[config.mk]
export PLATFORM = sky130hd
export DESIGN_NAME = reg_file_wb
export DESIGN_NICKNAME = d
export VERILOG_FILES = /design/src/rtl/reg_file_wb.sv
export SDC_FILE = /design/constraint.sdc
export NUM_CORES = 2
export LEC_CHECK = 0
export CORE_AREA = 2 2 392 394
export DETAILED_ROUTE_END_ITERATION = 16
export DIE_AREA = 0 0 394 396
export GPL_ROUTABILITY_DRIVEN = 0
export GPL_TIMING_DRIVEN = 1
export PLACE_DENSITY = 0.68
export SLEW_MARGIN = 40
export SYNTH_ARGS = -nofsm -noshare
export SYNTH_HDL_FRONTEND = slang
export SYNTH_SLANG_ARGS = --single-unit
[constraint.sdc]
create_clock -name clk -period 37.6 [get_ports clk]
set_clock_uncertainty 0.1 [all_clocks]
set_input_delay 3.76 -clock clk [delete_from_list [all_inputs] [get_ports clk]]
set_output_delay 3.76 -clock clk [all_outputs]
set_load 0.01 [all_outputs]
[src/rtl/reg_file_wb.sv]
// 32-entry register file with two bypassable read ports, a debug read port and a
// one-entry pending write stage that commits to the array on the following edge.
module reg_file_wb #(
  parameter int DATA_W = 32,
  parameter int ADDR_W = 5,
  parameter int BYPASS = 1
) (
  input  logic              clk,
  input  logic              rst,
  input  logic              we,
  input  logic [ADDR_W-1:0] waddr,
  input  logic [DATA_W-1:0] wdata,
  input  logic [ADDR_W-1:0] raddr_a,
  input  logic [ADDR_W-1:0] raddr_b,
  output logic [DATA_W-1:0] rdata_a,
  output logic [DATA_W-1:0] rdata_b,
  input  logic [ADDR_W-1:0] dbg_addr,
  output logic [DATA_W-1:0] dbg_data,
  output logic              wb_pend
);

  localparam int DEPTH = 1 << ADDR_W;

  logic [DATA_W-1:0] mem_q [DEPTH];
  logic              pend_valid_q;
  logic [ADDR_W-1:0] pend_addr_q;
  logic [DATA_W-1:0] pend_data_q;
  logic              capture_d;

  // Writes to r0 are dropped here, so the pending stage never holds index 0.
  assign capture_d = we && (waddr != '0);

  always_ff @(posedge clk or posedge rst) begin
    if (rst) begin
      pend_valid_q <= 1'b0;
      pend_addr_q  <= '0;
      pend_data_q  <= '0;
      for (int i = 0; i < DEPTH; i++) begin
        mem_q[i] <= '0;
      end
    end else begin
      pend_valid_q <= capture_d;
      if (capture_d) begin
        pend_addr_q <= waddr;
        pend_data_q <= wdata;
      end
      if (pend_valid_q) begin
        mem_q[pend_addr_q] <= pend_data_q;
      end
    end
  end

  function automatic logic [DATA_W-1:0] read_port(input logic [ADDR_W-1:0] addr);
    logic [DATA_W-1:0] val;
    val = mem_q[addr];
    if (addr == '0) begin
      val = '0;
    end else if ((BYPASS != 0) && pend_valid_q && (pend_addr_q == addr)) begin
      val = pend_data_q;
    end
    return val;
  endfunction

  // Forwarding uses only registered pending data, never wdata directly.
  assign rdata_a  = read_port(raddr_a);
  assign rdata_b  = read_port(raddr_b);
  assign dbg_data = (dbg_addr == '0) ? '0 : mem_q[dbg_addr];
  assign wb_pend  = pend_valid_q;

endmodule

==> summary.txt <==
Place
  – Buffers added on ports: 151
  – DP Worst Slack: 24.76 ns
  – DP HPWL: 131 mm

Critical path
  – Max stage delay cell, worst path: buf_4
  – CP cell instances: buf_8 > buf_6 > buf_6 > buf_6 > buf_4 > mux4_2 > mux2_2 > o2111ai_1 > a31oi_1 > clkdlybuf4s50_1
  – CP Data Required Time: 33.74 ns
  – Reg2Reg Depth: 4
  – R2r endpoint: mem_q[2]$_DFFE_PP0P_
  – Critical Path Most Common Cell: buf_6
  – Crit-path max FO: 63
  – Critical Path AT: 8.95 ns
  – Crit Reg-Reg Startpoint: pend_addr_q[1]$_DFFE_PP0P_
  – CP endpoint kind: output pin
  – Worst Path Class, Setup: in -> out
  – Max stage delay on crit path: 0.75 ns
  – Reg2reg setup slack: 34.34 ns
  – Startpoint Class: primary input

Finish
  – Final core occ: 0.476
  – Nets: 4498
  – Fillers: 13000
  – Area growth, synth to finish: 11.4%
  – Share of cells above drive strength 1: 0.415
  – Most common cell after layout, fill and taps aside: dfrtp_1
  – Commonest non-fill, non-tap cells in the layout: dfrtp_1, mux2_2, mux4_2

Routing
  – Routed wire per std cell: 35.9 µm
  – Met1 wire length: 86.9 mm
  – Post-Route WL: 236 mm
  – Vias/cell: 6.99
  – Met2 wire length: 105 mm
  – 1st-iter DRT viols: 5669
  – Final ANT Viol Nets: 0
  – Drt first pass iters: 7
  – WL met3: 27.4 mm
  – Total number of vias: 45900
  – DR DRC count: 0
  – Highest routed layer: met5

Die
  – Std cell rows: 143
  – I/O pin total: 152
  – Die area: 156000 µm²
  – Initial Utilization: 0.427
  – Core area: 152000 µm²
  – Die height: 396 µm
  – Die W: 394 µm

CTS
  – CTS root buffer: clkbuf_16
  – CTS clk-pin slew, worst paths: 0.06 ns
  – Total CTS buffers: 112
  – Post-CTS setup buffer count: 0
  – Post-CTS Hold Buffers: 0
  – CTS tree: built
  – Clk Latency, worst-skew pair: 0.75 ns
  – CTS H-tree lvls: 3
  – TritonCTS sink count: 1062
  – Clock Path Buffers: 3
  – Cts repair resizes: 0

Synth
  – Seq cells post-synth: 1062
  – Mean post-synth cell area: 14.2 µm²
  – Post-synth cell types: 55
  – Synth Instances: 4544
  – Mapped Area: 64700 µm²
  – Syn nets: 4599
  – Ys async rst share: 1.00
  – Post-synth EDFFs: 0
  – Synth area leaders: dfrtp_1, mux4_2, mux2_2
  – Area share of the largest cell type after synthesis: 0.410
  – Sequential area share after synthesis: 0.410
  – Area leader, netlist: dfrtp_1
  – Ys Warns: 0
  – Top_reg_cell synth: dfrtp_1

STA
  – Hold Vio Cnt, Final: 0
  – RSZ-0062 raised after global routing: false
  – Fin crit share: 0.341
  – Setup slack after layout: 24.79 ns
  – Slew @ Worst Pin: 0.978 ns
  – Period minus WS final: 12.81 ns
  – Final max-slew violation count: 0
  – Max Clock Freq: 78.1 MHz
  – Relative slew slack: 0.348
  – Fin Setup TNS: 0 ns
  – Endpoints failing setup: 0

Worst hold path
  – Hold Path End: mem_q[826]$_DFFE_PP0P_
  – Min-delay src: mem_q[826]$_DFFE_PP0P_
  – Hold path depth: 2
  – Hold Crit Class: reg -> reg

Global route
  – Global-route wire length before repair: 339 mm
  – Vias in the first global route: 45700
  – Pin count of the biggest net entering global routing: 124
  – Initial antenna violation count: 9
  – GRT Util Overall: 0.299
  – Gr ovfl total: 0

Power and ir drop
  – P_leak: 30.7 nW
  – Pwr dens: 56.3 nW/µm²
  – VDD IR max: 0.0000436 V

Outcome
  – Outcome: finished, final reports clean

Run
  – Max cap viols: 0
-- per-stage QoR --
stage               power [mW]  cells  cell area [µm²]  hold WS (ns)
floorplan                 2.52   4544            64700         0.378
global placement          2.82   6336            67600         0.404
detailed placement        2.87   6359            68200         0.412
CTS                       4.05   6569            72100         0.426
global route              4.22   6569            72100         0.452
finish                    4.06   6572            72100         0.429
-- worst max-delay path: cells and delay by family --
kind,cells,cell delay (ns)
buffers and inverters,6,3.66
muxes,2,0.87
AOI/OAI and AO/OA,2,0.37
-- worst max path at each step --
stage	start	to	slack, ns
5_1_grt	raddr_a[0]	rdata_a[20]	24.58
6_report	raddr_a[0]	rdata_a[20]	24.79
4_1_cts	raddr_a[0]	rdata_a[18]	24.75
3_5_place_dp	raddr_a[0]	rdata_a[18]	24.76
2_1_floorplan	rst	mem_q[0]$_DFFE_PP0P_	3.85
3_3_place_gp	raddr_a[0]	rdata_a[18]	24.00
-- metal layers --
| layer | vias to the layer above | global-route usage |
|---|---|---|
| met3 | 808 | 0.0846 |
| met1 | 24400 | 0.387 |
| met4 | 12 | 0.173 |
| met5 | - | 0 |
| li1 | 17700 | - |
| met2 | 3044 | 0.452 |
-- cells by family after synthesis --
kind of cell,share of synthesized area
muxes,0.468
DFF,0.410
buffers and inverters,0.0408
AOI/OAI and AO/OA,0.0526
and+or+nand+nor,0.0264
xor gates and xnor gates,0.00135
-- sequential cells by signal, indices dropped and copies added, names as in the netlist --
| register | count |
|---|---|
| mem_q | 1024 |
| pend_addr_q | 5 |
| pend_data_q | 32 |
| wb_pend | 1 |
-- cell type report --
type	count	area (µm²)	share of cell area
diodes	3	7.51	0.000104
repair buffers	291	2950	0.0409
multi-input cells	2939	36000	0.500
clock inverters	44	529	0.00734
inverters	37	151	0.00210
clock buffers	166	3320	0.0460
flip-flops and latches	1062	26600	0.369
well taps	2030	2540	0.0352
-- Yosys cell counts, types with 2 or more instances --
master	instances
a211oi_1	31
a21oi_1	60
a221oi_1	6
a22o_1	16
a22oi_1	124
a31oi_1	16
a32o_1	32
and2_1	3
and3b_1	3
buf_1	64
buf_2	131
buf_4	46
buf_6	33
clkbuf_1	231
dfrtp_1	1062
inv_1	36
mux2_1	241
mux2_2	776
mux2i_1	341
mux4_2	685
nand2_1	273
nand2b_1	2
nand3_1	47
nand3b_1	6
nand4_1	2
nor2_1	28
nor2b_1	5
nor3_1	10
nor3_2	2
nor3b_1	7
o2111ai_1	8
o211ai_1	12
o21ai_0	31
o21ai_1	65
o221a_1	9
o221ai_1	35
o22ai_1	35
or2_2	3
or3b_1	2
xnor2_1	10
-- power by group --
| part | internal (mW) | switching, mW |
|---|---|---|
| Combinational | 0.684 | 0.448 |
| Clock | 0.684 | 0.497 |
| Sequential | 1.44 | 0.305 |
| Total | 2.81 | 1.25 |
Power figures use the tool's default switching activity.
